**config.mk**
```make
export PLATFORM = sky130hd
export DESIGN_NAME = flop_fifo_rr_arb
export DESIGN_NICKNAME = d
export VERILOG_FILES = /design/src/rtl/flop_fifo_rr_arb.sv
export SDC_FILE = /design/constraint.sdc
export NUM_CORES = 1
export LEC_CHECK = 0
export BUFFER_PORTS_ARGS = -buffer_cell sky130_fd_sc_hd__clkbuf_2
export CAP_MARGIN = 0
export CORE_MARGIN = 4
export CORE_UTILIZATION = 41
export DETAILED_ROUTE_END_ITERATION = 8
export GPL_ROUTABILITY_DRIVEN = 0
export HOLD_SLACK_MARGIN = 0.03
export PLACE_DENSITY = 0.76
export SLEW_MARGIN = 20
export SYNTH_ARGS = -nofsm -noshare
export SYNTH_HDL_FRONTEND = slang
export SYNTH_SLANG_ARGS = --single-unit
```
**constraint.sdc**
```tcl
create_clock -name clk -period 2.9 [get_ports clk]
set_input_delay 0.87 -clock clk [delete_from_list [all_inputs] [get_ports clk]]
set_output_delay 0.87 -clock clk [all_outputs]
set_load 0.02 [all_outputs]
```
**src/rtl/flop_fifo_rr_arb.sv**
```systemverilog
// Round-robin drain arbiter: pops one of NUM_REQ flop FIFOs at a time into a
// single tagged output register, with per-requester burst limits and urgency.
module flop_fifo_rr_arb #(
  parameter int unsigned NUM_REQ = 4,
  parameter int unsigned WIDTH   = 8,
  parameter int unsigned BURST_W = 4,
  parameter int unsigned ID_W    = $clog2(NUM_REQ)
) (
  input  logic                       clk,
  input  logic                       rst,
  input  logic                       sync_rst_n,
  input  logic [NUM_REQ*BURST_W-1:0] cfg_burst,
  input  logic [NUM_REQ-1:0]         req_valid,
  input  logic [NUM_REQ*WIDTH-1:0]   req_data,
  input  logic [NUM_REQ-1:0]         req_urgent,
  output logic [NUM_REQ-1:0]         req_pop,
  output logic                       out_valid,
  output logic [WIDTH-1:0]           out_data,
  output logic [ID_W-1:0]            out_id,
  input  logic                       out_ready,
  output logic                       busy
);

  typedef enum logic {IDLE = 1'b0, GRANT = 1'b1} state_t;

  state_t             state_q, state_d;
  logic [ID_W-1:0]    grant_id_q, last_id_q;
  logic [BURST_W-1:0] burst_cnt_q;

  logic [NUM_REQ-1:0] cand_c;
  logic [ID_W-1:0]    win_id_c, idx_c;
  logic               found_c;
  logic [BURST_W-1:0] burst_cfg_c, burst_load_c;
  logic               pop_ok_c;
  logic               grant_exit_c;

  // Winner search: urgent requesters first, otherwise all valid, starting after last_id.
  always_comb begin
    cand_c   = (|(req_valid & req_urgent)) ? (req_valid & req_urgent) : req_valid;
    win_id_c = '0;
    idx_c    = '0;
    found_c  = 1'b0;
    for (int unsigned k = 1; k <= NUM_REQ; k++) begin
      idx_c = ID_W'((32'(last_id_q) + k) % NUM_REQ);
      if (!found_c && cand_c[idx_c]) begin
        win_id_c = idx_c;
        found_c  = 1'b1;
      end
    end
  end

  assign burst_cfg_c  = cfg_burst[32'(win_id_c)*BURST_W +: BURST_W];
  assign burst_load_c = (burst_cfg_c == '0) ? BURST_W'(1) : burst_cfg_c;

  // Pops are suppressed while either reset is active so the FIFOs never shift into a clear.
  assign pop_ok_c = (state_q == GRANT) && req_valid[grant_id_q] &&
                    (!out_valid || out_ready) && (burst_cnt_q != '0) &&
                    !rst && sync_rst_n;

  always_comb begin
    req_pop = '0;
    if (pop_ok_c) req_pop[grant_id_q] = 1'b1;
  end

  assign grant_exit_c = (pop_ok_c && (burst_cnt_q == BURST_W'(1))) || !req_valid[grant_id_q];

  always_comb begin
    state_d = state_q;
    unique case (state_q)
      IDLE:    if (|req_valid) state_d = GRANT;
      GRANT:   if (grant_exit_c) state_d = IDLE;
      default: state_d = IDLE;
    endcase
  end

  assign busy = (state_q == GRANT);

  always_ff @(posedge clk or posedge rst) begin
    if (rst) begin
      state_q     <= IDLE;
      grant_id_q  <= '0;
      last_id_q   <= ID_W'(NUM_REQ - 1);
      burst_cnt_q <= '0;
      out_valid   <= 1'b0;
      out_data    <= '0;
      out_id      <= '0;
    end else if (!sync_rst_n) begin
      state_q     <= IDLE;
      grant_id_q  <= '0;
      last_id_q   <= ID_W'(NUM_REQ - 1);
      burst_cnt_q <= '0;
      out_valid   <= 1'b0;
      out_data    <= '0;
      out_id      <= '0;
    end else begin
      state_q <= state_d;
      if ((state_q == IDLE) && (|req_valid)) begin
        grant_id_q  <= win_id_c;
        burst_cnt_q <= burst_load_c;
      end
      if (pop_ok_c) begin
        out_data    <= req_data[32'(grant_id_q)*WIDTH +: WIDTH];
        out_id      <= grant_id_q;
        out_valid   <= 1'b1;
        burst_cnt_q <= burst_cnt_q - BURST_W'(1);
      end else if (out_valid && out_ready) begin
        out_valid <= 1'b0;
      end
      if ((state_q == GRANT) && grant_exit_c) last_id_q <= grant_id_q;
    end
  end

endmodule

```
==> flow_results.xml, run 1 <==
<?xml version="1.0" encoding="UTF-8"?>
<metrics>
  <group name="cts">
    <metric name="post_cts_hold_buffer_count" unit="">0</metric>
    <metric name="cts_made_buffers" unit="">3</metric>
    <metric name="cts.reportedPaths.clkPinSlew" unit="ns">0.07</metric>
    <metric name="cts.root.buffer_cell" unit="">sky130_fd_sc_hd__clkbuf_8</metric>
    <metric name="cts_max_path_buffers" unit="">2</metric>
    <metric name="tritoncts" unit="">done</metric>
    <metric name="numClockSinks" unit="">20</metric>
    <metric name="cts.htree.levels" unit="">1</metric>
    <metric name="clock_latency" unit="ns">0.27</metric>
  </group>
  <group name="sta">
    <metric name="setup_slack" unit="ns">-0.0774</metric>
    <metric name="worst_clock_skew" unit="ns">0.00104</metric>
    <metric name="final.min_clock_period" unit="ns">2.98</metric>
    <metric name="rsz_0062_raised_after_global_routing" unit="">true</metric>
    <metric name="timing.max_slew.rel_slack" unit="%">47.6</metric>
    <metric name="timing.final.crit_share" unit="%">103</metric>
    <metric name="report.final.setup_viol" unit="">3</metric>
    <metric name="timing_hold_violations_final" unit="">0</metric>
    <metric name="fmaxAchievable" unit="MHz">336</metric>
    <metric name="timing.final.max_slew_violations" unit="">0</metric>
    <metric name="worst-slew-pin-transition" unit="ns">0.785</metric>
  </group>
  <group name="synth">
    <metric name="async_flop_share" unit="%">100</metric>
    <metric name="post_synth.cell_area_avg" unit="sq um">9.64</metric>
    <metric name="post-synth-top-area-fraction" unit="%">25.7</metric>
    <metric name="netlist_top_cells_area" unit="">sky130_fd_sc_hd__dfrtp_1 (26%), sky130_fd_sc_hd__mux2i_1 (15%), sky130_fd_sc_hd__mux4_2 (12%)</metric>
    <metric name="netlist_area_before_placement" unit="sq um">1750</metric>
    <metric name="ys_flop_type" unit="">sky130_fd_sc_hd__dfrtp_1</metric>
    <metric name="synth_seq_area_share" unit="%">28.7</metric>
    <metric name="post_synth_fa_ha_maj_area_fraction" unit="%">2.14</metric>
    <metric name="post_synthesis_share_of_cell_area_spent_on_xor_and_xnor_gates" unit="%">0</metric>
    <metric name="synth_simple_gate_area_share" unit="%">19.5</metric>
    <metric name="post_synth_mux_area_share" unit="%">27.0</metric>
    <metric name="post_synth_inst_count" unit="">182</metric>
    <metric name="synth_top_family_by_area" unit="">multiplexers</metric>
    <metric name="synthMostInstantiatedCell" unit="">sky130_fd_sc_hd__mux2i_1</metric>
    <metric name="synth_common_cells" unit="">sky130_fd_sc_hd__mux2i_1 (27), sky130_fd_sc_hd__nor2_1 (22), sky130_fd_sc_hd__dfrtp_1 (18)</metric>
    <metric name="synth-edff-count" unit="">0</metric>
    <metric name="synth_nets" unit="">245</metric>
    <metric name="synthDominantAreaCellType" unit="">sky130_fd_sc_hd__dfrtp_1</metric>
    <metric name="yosys.cell_types.count" unit="">47</metric>
    <metric name="synth_compound_gate_area_share" unit="%">15.4</metric>
    <metric name="ys_ff_latch" unit="">20</metric>
    <metric name="synthesis.yosys.warnings" unit="">0</metric>
  </group>
  <group name="setup_path">
    <metric name="worstRegToRegCells" unit="">8</metric>
    <metric name="worst_path_max_delay_cell" unit="">sky130_fd_sc_hd__mux4_2</metric>
    <metric name="timing.setup.critical_path_class" unit="">in -&gt; out</metric>
    <metric name="crit_path_start_kind" unit="">primary input</metric>
    <metric name="crit-reg2reg-launch" unit="">last_id_q[0]</metric>
    <metric name="cp-startpoint" unit="">req_valid[3]</metric>
    <metric name="buf_inv_stages_crit_path" unit="">3</metric>
    <metric name="worst-endpoint-arrival" unit="ns">2.11</metric>
    <metric name="worst-path-stages" unit="">7</metric>
    <metric name="cp-end-kind" unit="">primary output</metric>
    <metric name="worst-path-max-fanout" unit="">4</metric>
    <metric name="timing.critical_path.max_delay_family" unit="">multiplexers</metric>
    <metric name="critical-path-max-stage-delay" unit="ns">0.49</metric>
    <metric name="crit_required" unit="ns">2.03</metric>
    <metric name="crit_path_cell_trace" unit="">clkbuf_16 -&gt; mux4_2 -&gt; nand4_1 -&gt; buf_4 -&gt; nor2_4 -&gt; and3_4 -&gt; buf_8</metric>
  </group>
  <group name="pwr">
    <metric name="combinationalPowerShare" unit="%">47.1</metric>
    <metric name="areal_power_density_over_the_cells" unit="nW/um^2">394</metric>
    <metric name="internal_power" unit="uW">693</metric>
    <metric name="worst_ir_drop_vdd" unit="V">0.000284</metric>
    <metric name="p_clk_share" unit="%">20.9</metric>
    <metric name="sequentialPowerShare" unit="%">32.0</metric>
    <metric name="power.net_switching" unit="uW">351</metric>
    <metric name="static-leakage-power" unit="uW">0.00138</metric>
    <metric name="power_switching_share" unit="%">33.6</metric>
    <metric name="final_total_pwr" unit="uW">1040</metric>
  </group>
  <group name="detailed_routing">
    <metric name="ant_nets" unit="">0</metric>
    <metric name="first_pass_iters" unit="">4</metric>
    <metric name="num_vias" unit="">1867</metric>
    <metric name="wl_per_cell" unit="um">15.9</metric>
    <metric name="drt_iter0_markers" unit="">98</metric>
    <metric name="drcViolationCount" unit="">0</metric>
    <metric name="vias_per_cell" unit="">5.54</metric>
    <metric name="route.final.wire_length" unit="mm">5.36</metric>
  </group>
  <group name="die">
    <metric name="design.die.area" unit="sq um">5390</metric>
    <metric name="initial_core_utilization" unit="%">43.2</metric>
    <metric name="num_rows" unit="">23</metric>
    <metric name="die-height" unit="um">73.4</metric>
    <metric name="fp.dieW" unit="um">73.4</metric>
    <metric name="core_area" unit="sq um">4060</metric>
    <metric name="io_pins" unit="">76</metric>
  </group>
  <group name="min_path">
    <metric name="worstHoldStart" unit="">out_data[5]</metric>
    <metric name="hold_path.class" unit="">reg -&gt; reg</metric>
    <metric name="number_of_stages_on_the_worst_hold_path" unit="">2</metric>
  </group>
  <group name="outcome">
    <metric name="outcome" unit="">finished, violations left</metric>
    <metric name="failed_checks" unit="">setup timing</metric>
  </group>
  <group name="cells_and_area">
    <metric name="nets" unit="">351</metric>
    <metric name="filler_cell_count" unit="">308</metric>
    <metric name="post_route_cells_drive_above_1_share" unit="%">52.3</metric>
    <metric name="syn_to_final_growth" unit="%">51.0</metric>
    <metric name="antenna_cells" unit="">0</metric>
    <metric name="finalCoreUtilization" unit="%">65.3</metric>
  </group>
  <group name="placed_design">
    <metric name="io_buffer_count" unit="">75</metric>
    <metric name="place_ws" unit="ns">-0.302</metric>
    <metric name="hpwlAfterDp" unit="mm">3.86</metric>
  </group>
  <group name="flow_run">
    <metric name="max_capacitance_violation_total" unit="">0</metric>
  </group>
  <group name="global_route">
    <metric name="grt_max_degree" unit="">21</metric>
    <metric name="grt_pass1_wl" unit="mm">8.42</metric>
    <metric name="total_grt_overflow" unit="">0</metric>
    <metric name="grt_util_all_layers" unit="%">19.9</metric>
    <metric name="antenna_violations_before_repair" unit="">0</metric>
    <metric name="vias_in_the_first_global_route" unit="">1832</metric>
  </group>
</metrics>
## metal layers
metal	global-route usage [%]	wire [um]	vias up
met1	25.5	2180	890
li1	-	-	887
met3	3.97	336	14
met2	33.4	2720	76
met4	7.24	127	0
met5	0	0	-
## registers in the layout, summed over array words and instances, names as in the netlist
signal / cells
out_data: 8
burst_cnt_q: 4
grant_id_q: 2
last_id_q: 2
out_id: 2
busy: 1
out_valid: 1
## area by class of cell
| class | count | area [sq um] | share of cell area (%) |
|---|---|---|---|
| Sequential cell | 20 | 503 | 19.0 |
| Tap cell | 50 | 62.6 | 2.36 |
| Timing Repair Buffer | 117 | 812 | 30.7 |
| Clock buffer | 4 | 55.1 | 2.08 |
| Inverter | 5 | 18.8 | 0.709 |
| Multi-Input combinational cell | 141 | 1200 | 45.2 |
## per-stage QoR
| stage | cells | setup TNS (ns) | instance area, sq um | hold WS (ns) |
|---|---|---|---|---|
| 2_1_floorplan | 182 | -0.121 | 1790 | 0.530 |
| 3_3_place_gp | 317 | -0.868 | 2320 | 0.503 |
| 3_5_place_dp | 317 | -1.28 | 2320 | 0.516 |
| 4_1_cts | 334 | -0.100 | 2590 | 0.535 |
| 5_1_grt | 337 | -0.476 | 2650 | 0.576 |
| 6_report | 337 | -0.147 | 2650 | 0.527 |
## what timing repair did
action,CTS,global route
endpoints found under the setup margin,5,7
pin swaps,5,4
resized for setup,22,16
buffers inserted,13,3
## power by group through the flow
stage | clock network [uW] | registers, uW | logic, uW
global placement | 0 | 337 | 415
finish | 218 | 334 | 492
floorplan | 0 | 336 | 288
detailed placement | 0 | 338 | 425
CTS | 224 | 333 | 468
global route | 234 | 338 | 538
## worst paths after layout
path                                  endpoint  slack (ns)
max in group asynchronous            out_id[0]        1.67
worst max register to register  burst_cnt_q[0]        0.15
min in group asynchronous          out_data[7]        0.74
worst min-delay path               out_data[5]        0.53
worst min register to register     out_data[5]        0.53
worst max-delay path                req_pop[3]       -0.08
## cells by family (layout without fill, tap and decap cells)
group,count (synthesis),in the layout
AO/OA/AOI/OAI,39,39
flip-flops,20,20
adder cells (fa/ha/maj),3,3
buffers and inverters,21,126
AND/OR/NAND/NOR,63,63
multiplexers,36,36
## placed cells by master (no fill, tap or decap), types with 2 or more instances in the layout
master,instances
sky130_fd_sc_hd__clkbuf_2,65
sky130_fd_sc_hd__buf_6,5
sky130_fd_sc_hd__nor2_1,21
sky130_fd_sc_hd__buf_4,40
sky130_fd_sc_hd__nor2b_1,3
sky130_fd_sc_hd__a32oi_1,2
sky130_fd_sc_hd__clkbuf_8,4
sky130_fd_sc_hd__mux4_2,9
sky130_fd_sc_hd__nand2_1,14
sky130_fd_sc_hd__dfrtp_1,18
sky130_fd_sc_hd__nand4b_1,2
sky130_fd_sc_hd__ha_1,3
sky130_fd_sc_hd__o21ai_0,9
sky130_fd_sc_hd__o21ai_1,2
sky130_fd_sc_hd__a221oi_2,2
sky130_fd_sc_hd__clkbuf_16,3
sky130_fd_sc_hd__nor3b_1,4
sky130_fd_sc_hd__dfstp_2,2
sky130_fd_sc_hd__inv_1,4
sky130_fd_sc_hd__nand2b_1,2
sky130_fd_sc_hd__mux2i_1,27
sky130_fd_sc_hd__a21oi_1,10
sky130_fd_sc_hd__buf_8,2
## worst register-to-register path, cell delays in order, from the launching register on
cell                       delay [ns]
sky130_fd_sc_hd__dfstp_2         0.67
sky130_fd_sc_hd__buf_4           0.20
sky130_fd_sc_hd__o311ai_2        0.11
sky130_fd_sc_hd__or4_4           0.55
sky130_fd_sc_hd__a211o_1         0.34
sky130_fd_sc_hd__nand3_4         0.11
sky130_fd_sc_hd__mux2i_1         0.10
sky130_fd_sc_hd__or4_1           0.50
sky130_fd_sc_hd__o21ai_1         0.09
No activity file was read; power rests on OpenSTA's default activity.
==> run 2: changes to the inputs <==
--- a/config.mk
+++ b/config.mk
@@ -7,13 +7,12 @@
 export LEC_CHECK = 0
 export BUFFER_PORTS_ARGS = -buffer_cell sky130_fd_sc_hd__clkbuf_2
 export CAP_MARGIN = 0
-export CORE_MARGIN = 4
+export CORE_MARGIN = 3
 export CORE_UTILIZATION = 41
 export DETAILED_ROUTE_END_ITERATION = 8
 export GPL_ROUTABILITY_DRIVEN = 0
 export HOLD_SLACK_MARGIN = 0.03
-export PLACE_DENSITY = 0.76
-export SLEW_MARGIN = 20
+export PLACE_DENSITY = 0.68
 export SYNTH_ARGS = -nofsm -noshare
 export SYNTH_HDL_FRONTEND = slang
 export SYNTH_SLANG_ARGS = --single-unit
==> flow_results.xml, run 2 (synthesized netlist as in run 1, its figures left out) <==
<?xml version="1.0" encoding="UTF-8"?>
<metrics>
  <group name="setup_path">
    <metric name="critical-path-max-stage-delay" unit="ns">0.49</metric>
    <metric name="worst-path-stages" unit="">7</metric>
    <metric name="worst-endpoint-arrival" unit="ns">2.10</metric>
    <metric name="timing.critical_path.max_delay_family" unit="">multiplexers</metric>
    <metric name="critical_path.reg2reg.endpoint" unit="">burst_cnt_q[0]</metric>
    <metric name="worst-path-max-fanout" unit="">5</metric>
    <metric name="worstRegToRegCells" unit="">8</metric>
    <metric name="crit-reg2reg-launch" unit="">last_id_q[0]</metric>
    <metric name="worstSetupEndpoint" unit="">req_pop[3]</metric>
    <metric name="cp-end-kind" unit="">primary output</metric>
    <metric name="timing.setup.critical_path_class" unit="">in -&gt; out</metric>
    <metric name="cp-startpoint" unit="">req_valid[3]</metric>
    <metric name="crit_path_cell_trace" unit="">clkbuf_8 -&gt; mux4_2 -&gt; nand4_1 -&gt; buf_4 -&gt; nor2_2 -&gt; and3_4 -&gt; buf_8</metric>
    <metric name="crit_required" unit="ns">2.03</metric>
    <metric name="crit_path_start_kind" unit="">primary input</metric>
    <metric name="ff2ff_setup_slack" unit="ns">0.21</metric>
    <metric name="worst_path_max_delay_cell" unit="">sky130_fd_sc_hd__mux4_2</metric>
    <metric name="buf_inv_stages_crit_path" unit="">3</metric>
  </group>
  <group name="cells_and_area">
    <metric name="mostFrequentLayoutCells" unit="">sky130_fd_sc_hd__clkbuf_2 (67), sky130_fd_sc_hd__buf_4 (43), sky130_fd_sc_hd__mux2i_1 (27)</metric>
    <metric name="post_route_cells_drive_above_1_share" unit="%">51.4</metric>
    <metric name="finalCoreUtilization" unit="%">64.1</metric>
    <metric name="biggestRegsByFlops" unit="">out_data (8), burst_cnt_q (4)</metric>
    <metric name="antenna_cells" unit="">0</metric>
    <metric name="register_with_the_most_flip_flops" unit="">out_data</metric>
    <metric name="filler_cell_count" unit="">334</metric>
    <metric name="final_design_area_no_fill" unit="sq um">2600</metric>
    <metric name="final_common_cell" unit="">sky130_fd_sc_hd__clkbuf_2</metric>
    <metric name="largest_register_ff_count" unit="">8</metric>
    <metric name="nets" unit="">352</metric>
    <metric name="syn_to_final_growth" unit="%">48.3</metric>
  </group>
  <group name="global_route">
    <metric name="grt_pass1_wl" unit="mm">8.12</metric>
    <metric name="vias_in_the_first_global_route" unit="">1767</metric>
    <metric name="grt_util_all_layers" unit="%">20.0</metric>
    <metric name="total_grt_overflow" unit="">0</metric>
    <metric name="antenna_violations_before_repair" unit="">0</metric>
    <metric name="grt_max_degree" unit="">21</metric>
  </group>
  <group name="sta">
    <metric name="timing.final.crit_share" unit="%">102</metric>
    <metric name="timing.max_slew.rel_slack" unit="%">48.6</metric>
    <metric name="worst_clock_skew" unit="ns">0.00611</metric>
    <metric name="setup_total_negative_slack" unit="ns">-0.112</metric>
    <metric name="report.final.setup_viol" unit="">3</metric>
    <metric name="rsz_0062_raised_after_global_routing" unit="">true</metric>
    <metric name="timing.hold.ws" unit="ns">0.524</metric>
    <metric name="final.min_clock_period" unit="ns">2.97</metric>
    <metric name="timing.final.max_slew_violations" unit="">0</metric>
    <metric name="setup_slack" unit="ns">-0.0684</metric>
    <metric name="fmaxAchievable" unit="MHz">337</metric>
    <metric name="worst-slew-pin-transition" unit="ns">0.771</metric>
    <metric name="timing_hold_violations_final" unit="">0</metric>
  </group>
  <group name="placed_design">
    <metric name="dpl-instance-area" unit="sq um">2340</metric>
    <metric name="hpwlAfterDp" unit="mm">3.67</metric>
    <metric name="io_buffer_count" unit="">75</metric>
  </group>
  <group name="detailed_routing">
    <metric name="ant_nets" unit="">0</metric>
    <metric name="drt_iter0_markers" unit="">86</metric>
    <metric name="first_pass_iters" unit="">4</metric>
    <metric name="route.final.wire_length" unit="mm">4.93</metric>
    <metric name="wl_per_cell" unit="um">14.6</metric>
    <metric name="num_vias" unit="">1807</metric>
    <metric name="drcViolationCount" unit="">0</metric>
    <metric name="vias_per_cell" unit="">5.35</metric>
  </group>
  <group name="die">
    <metric name="die-height" unit="um">71.4</metric>
    <metric name="io_pins" unit="">76</metric>
    <metric name="fp.dieW" unit="um">71.4</metric>
    <metric name="num_rows" unit="">23</metric>
    <metric name="initial_core_utilization" unit="%">43.2</metric>
    <metric name="design.die.area" unit="sq um">5100</metric>
    <metric name="core_area" unit="sq um">4060</metric>
  </group>
  <group name="cts">
    <metric name="cts_made_buffers" unit="">3</metric>
    <metric name="cts_max_path_buffers" unit="">2</metric>
    <metric name="cts.htree.levels" unit="">1</metric>
    <metric name="cts.reportedPaths.clkPinSlew" unit="ns">0.08</metric>
    <metric name="tritoncts" unit="">done</metric>
    <metric name="cts.root.buffer_cell" unit="">sky130_fd_sc_hd__clkbuf_8</metric>
    <metric name="numClockSinks" unit="">20</metric>
    <metric name="clock_latency" unit="ns">0.27</metric>
  </group>
  <group name="outcome">
    <metric name="outcome" unit="">finished, violations left</metric>
    <metric name="failed_checks" unit="">setup timing</metric>
  </group>
  <group name="min_path">
    <metric name="hold_path.class" unit="">reg -&gt; reg</metric>
  </group>
  <group name="flow_run">
    <metric name="max_capacitance_violation_total" unit="">0</metric>
  </group>
  <group name="pwr">
    <metric name="static-leakage-power" unit="uW">0.00137</metric>
    <metric name="areal_power_density_over_the_cells" unit="nW/um^2">416</metric>
    <metric name="worst_ir_drop_vdd" unit="V">0.000258</metric>
  </group>
</metrics>
-- run 2: worst min path at each step --
| stage | start | end | slack, ns | depth (start not counted) |
|---|---|---|---|---|
| 3_5_place_dp | out_data[3] | out_data[3] | 0.51 | 2 |
| 2_1_floorplan | burst_cnt_q[3] | burst_cnt_q[3] | 0.53 | 2 |
| 3_3_place_gp | out_data[2] | out_data[2] | 0.50 | 2 |
| 6_report | out_data[0] | out_data[0] | 0.52 | 2 |
| 5_1_grt | out_data[4] | out_data[4] | 0.57 | 2 |
| 4_1_cts | out_data[3] | out_data[3] | 0.53 | 2 |
-- run 2: what timing repair did --
| action | 4_1_cts | 5_1_grt |
|---|---|---|
| gates resized for setup | 15 | 8 |
| pin swaps | 2 | 5 |
| hold endpoints to repair | 0 | 0 |
| setup endpoints to repair | 5 | 14 |
| setup buffers | 14 | 0 |
| hold buffers | 0 | 0 |
| cloned | 0 | 0 |
-- run 2: per-layer routing --
metal  track usage [%]  wire length, um
met3              4.35              252
met5                 0                0
met2              32.0             2400
met4              6.89              106
met1              26.8             2170
-- run 2: through the flow --
| step | setup slack (ns) | cells | total power [uW] |
|---|---|---|---|
| final | -0.0684 | 338 | 1080 |
| after global routing | -0.102 | 338 | 1160 |
| after CTS | -0.0919 | 340 | 1080 |
| after detailed placement | -0.282 | 322 | 768 |
| after global placement | -0.228 | 322 | 762 |
| after floorplan | -0.113 | 182 | 624 |
-- run 2: final cells by class --
| type | instances | area, sq um | area share [%] |
|---|---|---|---|
| Multi-Input combinational cell | 141 | 1170 | 44.9 |
| Timing Repair Buffer | 118 | 778 | 29.9 |
| Tap cell | 50 | 62.6 | 2.41 |
| Sequential cell | 20 | 503 | 19.3 |
| Inverter | 5 | 18.8 | 0.722 |
| Clock inverter | 1 | 30.0 | 1.15 |
| Clock buffer | 3 | 41.3 | 1.59 |
-- run 2: where the power goes --
group | switching, uW | internal (uW) | leakage (uW)
Sequential | 24.5 | 307 | 0.000265
Clock | 98.6 | 185 | 0.0000357
Combinational | 215 | 253 | 0.00107
-- run 2: tightest hold or removal path, cell delays in order (launching register included) --
cell and delay, ns:
sky130_fd_sc_hd__dfrtp_1 0.35, sky130_fd_sc_hd__mux2i_1 0.07, sky130_fd_sc_hd__nor2_1 0.07
==> run 3: changes to the inputs <==
--- a/config.mk
+++ b/config.mk
@@ -5,7 +5,7 @@
 export SDC_FILE = /design/constraint.sdc
 export NUM_CORES = 1
 export LEC_CHECK = 0
-export BUFFER_PORTS_ARGS = -buffer_cell sky130_fd_sc_hd__clkbuf_2
+export BUFFER_PORTS_ARGS = -buffer_cell sky130_fd_sc_hd__buf_2
 export CAP_MARGIN = 0
 export CORE_MARGIN = 3
 export CORE_UTILIZATION = 41
==> flow_results.xml, run 3 (synthesized netlist as in run 1, its figures left out) <==
<?xml version="1.0" encoding="UTF-8"?>
<metrics>
  <group name="cells_and_area">
    <metric name="register_with_the_most_flip_flops" unit="">out_data</metric>
    <metric name="syn_to_final_growth" unit="%">44.4</metric>
    <metric name="final_common_cell" unit="">sky130_fd_sc_hd__buf_2</metric>
    <metric name="mostFrequentLayoutCells" unit="">sky130_fd_sc_hd__buf_2 (66), sky130_fd_sc_hd__buf_4 (37), sky130_fd_sc_hd__mux2i_1 (27)</metric>
    <metric name="post_route_cells_drive_above_1_share" unit="%">49.8</metric>
    <metric name="area_occupied_by_registers" unit="sq um">503</metric>
    <metric name="nets" unit="">345</metric>
    <metric name="fin_cells" unit="">331</metric>
    <metric name="final_design_area_no_fill" unit="sq um">2530</metric>
    <metric name="finalCoreUtilization" unit="%">62.4</metric>
    <metric name="multi_input_area" unit="sq um">1160</metric>
    <metric name="largest_register_ff_count" unit="">8</metric>
    <metric name="filler_cell_count" unit="">336</metric>
    <metric name="antenna_cells" unit="">0</metric>
    <metric name="biggestRegsByFlops" unit="">out_data (8), burst_cnt_q (4)</metric>
  </group>
  <group name="die">
    <metric name="io_pins" unit="">76</metric>
    <metric name="num_rows" unit="">23</metric>
    <metric name="design.die.area" unit="sq um">5100</metric>
    <metric name="core_area" unit="sq um">4060</metric>
    <metric name="initial_core_utilization" unit="%">43.2</metric>
    <metric name="fp.dieW" unit="um">71.4</metric>
    <metric name="die-height" unit="um">71.4</metric>
  </group>
  <group name="setup_path">
    <metric name="cp-end-kind" unit="">primary output</metric>
    <metric name="crit_path_cell_trace" unit="">buf_8 -&gt; mux4_2 -&gt; nand4_1 -&gt; nor2_1 -&gt; and3_1 -&gt; buf_6</metric>
    <metric name="worst_path_max_delay_cell" unit="">sky130_fd_sc_hd__mux4_2</metric>
    <metric name="critical-path-max-stage-delay" unit="ns">0.48</metric>
    <metric name="worst-path-max-fanout" unit="">4</metric>
    <metric name="timing.setup.critical_path_class" unit="">in -&gt; out</metric>
    <metric name="crit_path_start_kind" unit="">primary input</metric>
    <metric name="timing.critical_path.max_delay_family" unit="">multiplexers</metric>
    <metric name="crit_required" unit="ns">2.03</metric>
    <metric name="worst-endpoint-arrival" unit="ns">2.00</metric>
    <metric name="buf_inv_stages_crit_path" unit="">2</metric>
  </group>
  <group name="cts">
    <metric name="cts_made_buffers" unit="">3</metric>
    <metric name="cts_max_path_buffers" unit="">2</metric>
    <metric name="cts.htree.levels" unit="">1</metric>
    <metric name="clock_latency" unit="ns">0.27</metric>
    <metric name="numClockSinks" unit="">20</metric>
    <metric name="post_cts_hold_buffer_count" unit="">0</metric>
    <metric name="cts.reportedPaths.clkPinSlew" unit="ns">0.07</metric>
    <metric name="tritoncts" unit="">done</metric>
    <metric name="cts.root.buffer_cell" unit="">sky130_fd_sc_hd__clkbuf_8</metric>
  </group>
  <group name="detailed_routing">
    <metric name="num_vias" unit="">1779</metric>
    <metric name="wl_per_cell" unit="um">14.7</metric>
    <metric name="drcViolationCount" unit="">0</metric>
    <metric name="first_pass_iters" unit="">4</metric>
    <metric name="drt_iter0_markers" unit="">153</metric>
    <metric name="route.final.wire_length" unit="mm">4.85</metric>
    <metric name="vias_per_cell" unit="">5.37</metric>
    <metric name="ant_nets" unit="">0</metric>
  </group>
  <group name="global_route">
    <metric name="total_grt_overflow" unit="">0</metric>
    <metric name="grt_util_all_layers" unit="%">19.2</metric>
    <metric name="vias_in_the_first_global_route" unit="">1753</metric>
    <metric name="antenna_violations_before_repair" unit="">0</metric>
    <metric name="grt_pass1_wl" unit="mm">7.98</metric>
    <metric name="grt_max_degree" unit="">21</metric>
  </group>
  <group name="pwr">
    <metric name="static-leakage-power" unit="uW">0.00134</metric>
    <metric name="worst_ir_drop_vdd" unit="V">0.000315</metric>
    <metric name="areal_power_density_over_the_cells" unit="nW/um^2">423</metric>
  </group>
  <group name="placed_design">
    <metric name="dpl-instance-area" unit="sq um">2350</metric>
    <metric name="place.detailed.instances" unit="">323</metric>
    <metric name="io_buffer_count" unit="">75</metric>
    <metric name="place_ws" unit="ns">-0.329</metric>
    <metric name="hpwlAfterDp" unit="mm">3.83</metric>
  </group>
  <group name="outcome">
    <metric name="outcome" unit="">finished clean</metric>
  </group>
  <group name="sta">
    <metric name="worst-slew-pin-transition" unit="ns">0.779</metric>
    <metric name="timing_hold_violations_final" unit="">0</metric>
    <metric name="timing.final.max_slew_violations" unit="">0</metric>
    <metric name="timing.max_slew.rel_slack" unit="%">48.0</metric>
    <metric name="setup_slack" unit="ns">0.0319</metric>
    <metric name="fmaxAchievable" unit="MHz">349</metric>
    <metric name="report.final.setup_viol" unit="">0</metric>
    <metric name="timing.final.crit_share" unit="%">98.9</metric>
    <metric name="final.min_clock_period" unit="ns">2.87</metric>
    <metric name="worst_clock_skew" unit="ns">0.00711</metric>
    <metric name="rsz_0062_raised_after_global_routing" unit="">true</metric>
    <metric name="timing.hold.ws" unit="ns">0.526</metric>
  </group>
  <group name="min_path">
    <metric name="hold_path.class" unit="">reg -&gt; reg</metric>
  </group>
  <group name="flow_run">
    <metric name="max_capacitance_violation_total" unit="">0</metric>
  </group>
</metrics>
## run 3: cell count changes in the layout (fill, tap and decap cells not counted), moves of 2 or more
| cell | change |
|---|---|
| sky130_fd_sc_hd__clkbuf_8 | -2 |
| sky130_fd_sc_hd__buf_6 | +3 |
| sky130_fd_sc_hd__clkbuf_2 | -67 |
| sky130_fd_sc_hd__buf_4 | -6 |
| sky130_fd_sc_hd__buf_2 | +66 |
## run 3: cell type report
| type | count | area share (%) |
|---|---|---|
| multi-input cells | 141 | 45.9 |
| inverters | 5 | 0.741 |
| clock inverters | 1 | 1.19 |
| flip-flops and latches | 20 | 19.9 |
| clock buffers | 3 | 1.63 |
| repair buffers | 111 | 28.2 |
| well taps | 50 | 2.47 |
## run 3: final timing paths
check	cells after the start	from	endpoint	slack, ns
min reg2reg	2	out_id[1]	out_id[1]	0.53
max	6	req_valid[3]	req_pop[3]	0.03
max in group asynchronous	2	rst	burst_cnt_q[0]	1.66
min in group asynchronous	2	rst	out_data[5]	0.75
min	2	out_id[1]	out_id[1]	0.53
max reg2reg	8	last_id_q[0]	burst_cnt_q[0]	0.28
## run 3: power by group
| group | total, uW | switching, uW | internal [uW] | leakage, uW |
|---|---|---|---|---|
| clock | 285 | 100 | 184 | 0.0000357 |
| sequential | 332 | 25.0 | 307 | 0.000265 |
| combinational | 454 | 214 | 241 | 0.00104 |
| total | 1070 | 339 | 732 | 0.00134 |
## run 3: stage by stage
step	power, uW	TNS (ns)
CTS	1060	0
floorplan	624	-0.121
finish	1070	0
global route	1130	-0.161
detailed placement	770	-1.32
global placement	762	-0.760
## run 3: repair_timing
| action | in CTS | in global routing |
|---|---|---|
| resized for setup | 14 | 9 |
| setup endpoints to repair | 5 | 6 |
| setup buffers | 2 | 2 |
| pin swaps | 4 | 5 |
## run 3: worst register-to-register path, cell delays in order (launching register included)
cell                        delay [ns]
sky130_fd_sc_hd__dfstp_2          0.62
sky130_fd_sc_hd__nand4bb_2        0.17
sky130_fd_sc_hd__o311ai_1         0.10
sky130_fd_sc_hd__or4_4            0.54
sky130_fd_sc_hd__a21oi_1          0.20
sky130_fd_sc_hd__nand3_2          0.18
sky130_fd_sc_hd__mux2i_1          0.17
sky130_fd_sc_hd__or4_1            0.50
sky130_fd_sc_hd__o21ai_1          0.08
## run 3: layer usage
| metal | routed length [um] | share of wire [%] | track usage [%] |
|---|---|---|---|
| met5 | 0 | 0 | 0 |
| met4 | 66 | 1.4 | 4.38 |
| met3 | 242 | 5.0 | 3.93 |
| met2 | 2400 | 49 | 31.8 |
| met1 | 2140 | 44 | 25.9 |
